### src/rtl/basilisk_result_arbiter.sv
// Round-robin merge of FPU pipeline results into one writeback stream.
// Accepted results sit in a 2-entry skid FIFO so in_ready ignores out_ready.
package basilisk_pkg;

   typedef struct packed {
      logic [63:0] value;
      logic [4:0]  fflags;
   } fpu_result_t;

   typedef struct packed {
      logic [4:0]  dest_reg_addr;
      fpu_result_t result;
   } basilisk_result_t;

endpackage

module basilisk_result_arbiter
   import basilisk_pkg::*;
#(
   parameter  int NUM_PORTS = 5,
   localparam int PW        = $clog2(NUM_PORTS)
) (
   input  logic                               clk,
   input  logic                               rst,
   input  logic             [NUM_PORTS-1:0]   in_valid,
   output logic             [NUM_PORTS-1:0]   in_ready,
   input  basilisk_result_t [NUM_PORTS-1:0]   in_data,
   output logic                               out_valid,
   input  logic                               out_ready,
   output basilisk_result_t                   out_data,
   output logic             [PW-1:0]          out_port,
   output logic             [1:0]             occupancy
);

   logic [PW-1:0]    last;
   logic [PW-1:0]    winner;
   logic [PW-1:0]    cand;
   logic             found;
   logic             space;
   logic             push;
   logic             pop;

   basilisk_result_t mem_data [2];
   logic [PW-1:0]    mem_port [2];
   logic             head;
   logic             tail;
   logic [1:0]       count;

   // Search for the first valid port starting just after the last grant.
   always_comb begin
      found  = 1'b0;
      winner = '0;
      cand   = '0;
      for (int k = 1; k <= NUM_PORTS; k++) begin
         cand = PW'((int'(last) + k) % NUM_PORTS);
         if (!found && in_valid[cand]) begin
            found  = 1'b1;
            winner = cand;
         end
      end
   end

   // Offer the winner a slot only when the registered count shows room.
   always_comb begin
      space    = (count != 2'd2);
      push     = rst && found && space;
      pop      = (count != 2'd0) && out_ready;
      in_ready = '0;
      if (push) begin
         in_ready[winner] = 1'b1;
      end
   end

   // Skid FIFO storage, pointers, count and the round-robin pointer.
   always_ff @(posedge clk or negedge rst) begin
      if (!rst) begin
         count       <= 2'd0;
         head        <= 1'b0;
         tail        <= 1'b0;
         last        <= PW'(NUM_PORTS - 1);
         mem_data[0] <= '0;
         mem_data[1] <= '0;
         mem_port[0] <= '0;
         mem_port[1] <= '0;
      end else begin
         if (push) begin
            mem_data[tail] <= in_data[winner];
            mem_port[tail] <= winner;
            tail           <= ~tail;
            last           <= winner;
         end
         if (pop) begin
            head <= ~head;
         end
         unique case (1'b1)
            (push && !pop): count <= count + 2'd1;
            (!push && pop): count <= count - 2'd1;
            default:        count <= count;
         endcase
      end
   end

   // Head entry drives the output straight from registers.
   always_comb begin
      out_valid = (count != 2'd0);
      out_data  = mem_data[head];
      out_port  = mem_port[head];
      occupancy = count;
   end

endmodule
### config.mk
export PLATFORM = sky130hd
export DESIGN_NAME = basilisk_result_arbiter
export DESIGN_NICKNAME = d
export VERILOG_FILES = /design/src/rtl/basilisk_result_arbiter.sv
export SDC_FILE = /design/constraint.sdc
export NUM_CORES = 1
export LEC_CHECK = 0
export ABC_AREA = 1
export CORE_AREA = 2 2 194 196
export CTS_CLUSTER_DIAMETER = 40
export CTS_CLUSTER_SIZE = 30
export DETAILED_ROUTE_END_ITERATION = 10
export DIE_AREA = 0 0 196 198
export GPL_ROUTABILITY_DRIVEN = 0
export PLACE_DENSITY = 0.68
export REMOVE_ABC_BUFFERS = 1
export SLEW_MARGIN = 20
export SYNTH_ARGS = -nofsm -noshare
export SYNTH_HDL_FRONTEND = slang
export SYNTH_SLANG_ARGS = --single-unit
### constraint.sdc
create_clock -name clk -period 6.5 [get_ports clk]
set_clock_uncertainty 0.2 [all_clocks]
set_input_delay 0.975 -clock clk [delete_from_list [all_inputs] [get_ports clk]]
set_output_delay 0.975 -clock clk [all_outputs]
set_load 0.1 [all_outputs]
==> impl_metrics.csv, run 1 <==
group,metric,value,unit
synth,synth_compound_area_frac,0.01968,
clocking,worst_skew_pair.late_latency,420,ps
sta,fmax,167.4,MHz
floorplanning,die_w,196,µm
floorplanning,die_y,198,µm
grt,grt_remaining_overflow,0,
clocking,cts_sinks,161,
layout,fill_cells,3685,
layout,final_area,18200,µm²
place,post_dp_cell_area,17580,µm²
layout,area_growth,43.12,%
synth,syn_area,12710,µm²
synth,ys_seq_area_frac,0.3170,
grt,grt_pass1_vias,13490,
place,portBuffers,462,
route,wl_per_cell,15.05,µm
floorplanning,rows,71,
clocking,cts_max_level,4,
clocking,cts-root-buf,"clkbuf_16",
route,routed_wirelength,44800,µm
worst_setup_path,reg2reg_from,"last[1]$_DFFE_PN0P_",
worst_setup_path,critPathLaunchType,"flip-flop",
sta,rsz0062_at_grt,"no",
place,hpwl,31710,µm
layout,diodes,0,
route,route.detailed.drc,0,
sta,finalMaxSlewViolations,0,
route,drt-met1-wl,18480,µm
run_status,outcome,"completed",
floorplanning,initial_core_util,0.3441,
synth,synth_area_per_cell,6.017,µm²
synth,synth_xor_area_frac,0.004822,
clocking,cts_buffer_depth,2,
floorplanning,ioPinCount,463,
hold_path,worstHoldPathType,"primary input to async pin",
sta,finalSetupViolCount,0,
synth,yosys_register_bits,161,
sta,relSlewSlack,0.2465,
route,wl_met2,22650,µm
clocking,numCtsBuffers,17,
synth,synth_fa_ha_area_frac,0.02460,
clocking,clk_pin_slew_worst_paths,80,ps
synth,synthSimpleGateAreaFrac,0.4981,
synth,syn_inst,2113,
route,first_pass_iters,5,
grt,grt_max_degree,149,
worst_setup_path,arrival,4800,ps
worst_setup_path,criticalPathCategory,"flip-flop to primary output",
synth,synth_mux_area_frac,0,
route,wl_met3,2488,µm
clocking,cts_resized,0,
grt,grtUsageTotal,0.2268,
clocking,cts_setup_buffers,0,
worst_setup_path,end_kind,"primary output",
clocking,hold_buffers,0,
sta,worstMarginPinSlew,1127,ps
route,post_drt_via_cell_ratio,4.813,
sta,fin_crit,5975,ps
route,vias,14330,
worst_setup_path,reg2reg_to,"mem_data[86]$_DFFE_PN0P_",
layout,drive_gt1_frac,0.03716,
sta,fin_crit_sh,0.9193,
flow_run,maxCapViolCount,0,
worst_setup_path,regToRegSetupSlack,1050,ps
floorplanning,core_area,36960,µm²
route,drt_iter0_drc,962,
synth,yosysWarnings,0,
grt,antenna_found_initial,0,
route,drtAntennaViolNets,0,
clocking,cts_tree,"yes",
synth,synth_cell_type_count,38,
worst_setup_path,crit_required,5320,ps
layout,nets,2893,
sta,hold_violations,0,
floorplanning,die_area,38810,µm²
synth,synth_top_family_by_area,"simple AND/OR/NAND/NOR gates",
worst_setup_path,ff2ff_path_depth,28,
worst_setup_path,crit_path_max_fanout,40,
grt,grt_pass1_wl,70550,µm
route,routed.top_layer,"met4",
==> synthesized netlist by cell type (all sizes together) <==
library cell	instances	area, µm²
nand2	1013	3820
nand3	337	1724
inv	288	1081
dfrtp	160	4004
buf	89	514.2
nand3b	77	581.8
clkbuf	33	123.9
o21ai	31	155.1
ha	25	312.8
nor2	21	98.84
nand4	11	90.08
a21oi	10	53.80
xor2	6	52.55
clkinv	2	7.510
a21boi	1	11.26
a21o	1	7.510
a22oi	1	7.510
dfstp	1	26.28
nor3	1	5.000
nor3b	1	7.510
o211ai	1	7.510
o21bai	1	7.510
or2	1	6.260
xnor2	1	8.760
==> metal layers <==
layer / global-route usage / up-vias
met5: 0 / -
met3: 0.03015 / 66
met1: 0.2829 / 6515
met2: 0.4089 / 515
met4: 0.06538 / 0
li1: - / 7232
==> per-stage QoR <==
stage	util	setup WS [ps]	hold slack, ps	setup TNS (ps)	std cells
after detailed placement	0.4758	864.4	264.9	0	2945
after floorplan	-	-2910	249.2	-159440	1991
final	0.4924	524.9	232.3	0	2977
after global routing	0.4924	25.77	235.9	0	2977
after global placement	0.4758	1013	261.6	0	2945
after CTS	0.4919	389.8	233.2	0	2977
==> state kept, by name, summed over array words and instances, names as in the netlist <==
register   count
head           1
mem_data     148
last           3
occupancy      2
mem_port       6
tail           1
==> final cells by class <==
cell class                      instances  area, µm²  area share
Clock buffer                           18      439.2     0.02413
Clock inverter                         14      156.4    0.008595
Inverter                              290       1089     0.05982
Multi-Input combinational cell       1540       7013      0.3854
Sequential cell                       161       4034      0.2217
Tap cell                              474      593.1     0.03259
Timing Repair Buffer                  480       4873      0.2678
==> worst max path at each step <==
stage | slack [ps] | cells past startpoint | to | from
3_3_place_gp | 1010 | 26 | in_ready[4] | last[1]$_DFFE_PN0P_
2_1_floorplan | -2910 | 24 | in_ready[0] | last[0]$_DFFE_PN0P_
4_1_cts | 390 | 26 | in_ready[4] | last[1]$_DFFE_PN0P_
5_1_grt | 30 | 26 | in_ready[0] | last[1]$_DFFE_PN0P_
6_report | 520 | 26 | in_ready[4] | last[1]$_DFFE_PN0P_
3_5_place_dp | 860 | 26 | in_ready[4] | last[1]$_DFFE_PN0P_
==> cells in the final DEF (no fill, tap or decap), types with 10 or more instances in the layout <==
cell type        synthesis  final
dfrtp_1                160    159
o21ai_1                 10     10
nand3b_1                76     76
clkbuf_16                0     17
nor2_1                  17     17
nand2_1               1006   1005
ha_1                    25     25
inv_1                  277    276
o21ai_0                 21     21
nand3_1                331    331
clkdlybuf4s50_1          0    456
buf_12                   0     10
buf_4                   17     13
inv_2                   11     12
==> kinds of logic after synthesis <==
| family | Yosys count |
|---|---|
| AO/OA/AOI/OAI | 46 |
| XOR/XNOR | 7 |
| adder cells (fa/ha/maj) | 25 |
| buffers and inverters | 412 |
| flip-flops | 161 |
| AND/OR/NAND/NOR | 1462 |
==> critical path: stages (launching register included) <==
cell and delay (ps):
dfrtp_1 580, inv_2 150, ha_1 410, nand2_1 90
nand2_1 60, nor2_1 190, xor2_1 170, inv_1 90
ha_1 190, inv_1 80, a21oi_1 80, nand2_1 150
nand2_1 110, nand2_1 140, nand2_1 80, nand3_1 80
nand2_1 60, nand2_1 50, nand2_1 100, nor2_4 260
nand4_1 120, nand3_1 100, nand2_1 130, nand2_8 270
inv_1 120, nor2_1 280, buf_12 220
Power of run 1 is not shown: default switching activity piles up to over one toggle a cycle in this logic, so the estimate is an artifact.
==> run 2: changes to the inputs <==
--- a/config.mk
+++ b/config.mk
@@ -12,7 +12,7 @@
 export DETAILED_ROUTE_END_ITERATION = 10
 export DIE_AREA = 0 0 196 198
 export GPL_ROUTABILITY_DRIVEN = 0
-export PLACE_DENSITY = 0.68
+export PLACE_DENSITY = 0.62
 export REMOVE_ABC_BUFFERS = 1
 export SLEW_MARGIN = 20
 export SYNTH_ARGS = -nofsm -noshare
==> impl_metrics.csv, run 2 (synthesized netlist as in run 1, its figures left out) <==
group,metric,value,unit
grt,grt_remaining_overflow,0,
worst_setup_path,critPathLaunchType,"flip-flop",
clocking,cts_buffer_depth,2,
route,post_drt_via_cell_ratio,4.826,
sta,finalMaxSlewViolations,0,
clocking,numCtsBuffers,17,
sta,hold_slack,277.2,ps
layout,top_regs,"mem_data x148, mem_port x6, last x3",
floorplanning,die_y,198,µm
clocking,worst_skew_pair.late_latency,420,ps
grt,grt_pass1_wl,72370,µm
run_status,outcome,"completed",
sta,relSlewSlack,0.2544,
floorplanning,ioPinCount,463,
clocking,hold_buffers,0,
worst_setup_path,cp_slowest_cell,"dfrtp_1",
clocking,cts_tree,"yes",
floorplanning,core_area,36960,µm²
clocking,cts_resized,0,
sta,setup_tns,0,ps
place,dpl_worst_slack,874.9,ps
layout,final_cell_mix,"nand2_1 (1005), clkdlybuf4s50_1 (456), nand3_1 (331), inv_1 (276), dfrtp_1 (159)",
sta,hold_violations,0,
sta,finalSetupViolCount,0,
worst_setup_path,crit_path_max_fanout,34,
sta,rsz0062_at_grt,"no",
place,portBuffers,462,
grt,grt_pass1_vias,13610,
clocking,cts_max_level,4,
grt,grt_max_degree,150,
route,routed_wirelength,46290,µm
layout,drive_gt1_frac,0.03676,
worst_setup_path,end_kind,"primary output",
floorplanning,initial_core_util,0.3441,
sta,fmax,166.0,MHz
route,first_pass_iters,7,
layout,nets,2893,
route,drtAntennaViolNets,0,
floorplanning,rows,71,
layout,layout_commonest_cell,"nand2_1",
worst_setup_path,arrival,4850,ps
worst_setup_path,crit_top_cell,"nand2_1",
grt,antenna_found_initial,3,
worst_setup_path,crit_required,5320,ps
grt,grtUsageTotal,0.2335,
sta,fin_crit_sh,0.9268,
route,drt_iter0_drc,865,
layout,largest_reg_flops,148,
route,route.detailed.drc,0,
layout,area_growth,43.06,%
place,hpwl,32780,µm
worst_setup_path,cpPeakStageDelay,570,ps
clocking,cts_setup_buffers,0,
sta,worst_slack,475.6,ps
floorplanning,die_area,38810,µm²
route,vias,14380,
clocking,cts-root-buf,"clkbuf_16",
layout,registers.top_by_ff_count,"mem_data",
floorplanning,die_w,196,µm
route,wl_per_cell,15.53,µm
sta,fin_crit,6024,ps
place,post_dp_cell_area,17590,µm²
clocking,cts_sinks,161,
clocking,clk_pin_slew_worst_paths,70,ps
sta,worstMarginPinSlew,1115,ps
hold_path,worstHoldPathType,"flip-flop to flip-flop",
worst_setup_path,criticalPathCategory,"flip-flop to primary output",
layout,final_area,18190,µm²
flow_run,maxCapViolCount,0,
==> run 2: stage by stage <==
step / util / std cells
after floorplan: - / 1991
after global placement: 0.4759 / 2945
after detailed placement: 0.4759 / 2945
after CTS: 0.4918 / 2977
after global routing: 0.4921 / 2979
final: 0.4922 / 2980
==> run 2: worst max-delay path, delay by kind of cell (launching register included) <==
kind	cells	cell delay [ps]
simple gates	17	2280
buf+inv	5	670
fa+ha+maj	2	610
flops	1	570
xor+xnor	1	180
compound gates	1	80
==> run 2: area by class of cell <==
type	instances	area, µm²
clock inverter	14	158.9
multi-input combinational	1540	7004
antenna	3	7.507
clock buffer	18	429.2
timing repair buffer	480	4873
inverter	290	1090
fill	3804	18770
tap	474	593.1
sequential	161	4034
==> run 2: path summary, 6_finish.rpt <==
check / startpoint / to / slack, ps / cells after the start
min in group asynchronous: rst / mem_data[120]$_DFFE_PN0P_ / 300 / 1
worst min-delay path: mem_data[127]$_DFFE_PN0P_ / mem_data[127]$_DFFE_PN0P_ / 280 / 2
worst min register to register: mem_data[127]$_DFFE_PN0P_ / mem_data[127]$_DFFE_PN0P_ / 280 / 2
worst max-delay path: last[1]$_DFFE_PN0P_ / in_ready[4] / 480 / 26
max in group asynchronous: rst / head$_DFFE_PN0P_ / 3810 / 3
worst max register to register: last[1]$_DFFE_PN0P_ / mem_data[106]$_DFFE_PN0P_ / 990 / 28
==> run 2: metal layers <==
layer  track usage  routed length, µm  up-vias
li1              -                  -     7218
met1        0.2911              19460     6664
met4       0.07856               1199        0
met5             0                  0        -
met2        0.4095              23130      438
met3       0.03935               2503       60
Power of run 2 is left out for the same reason.
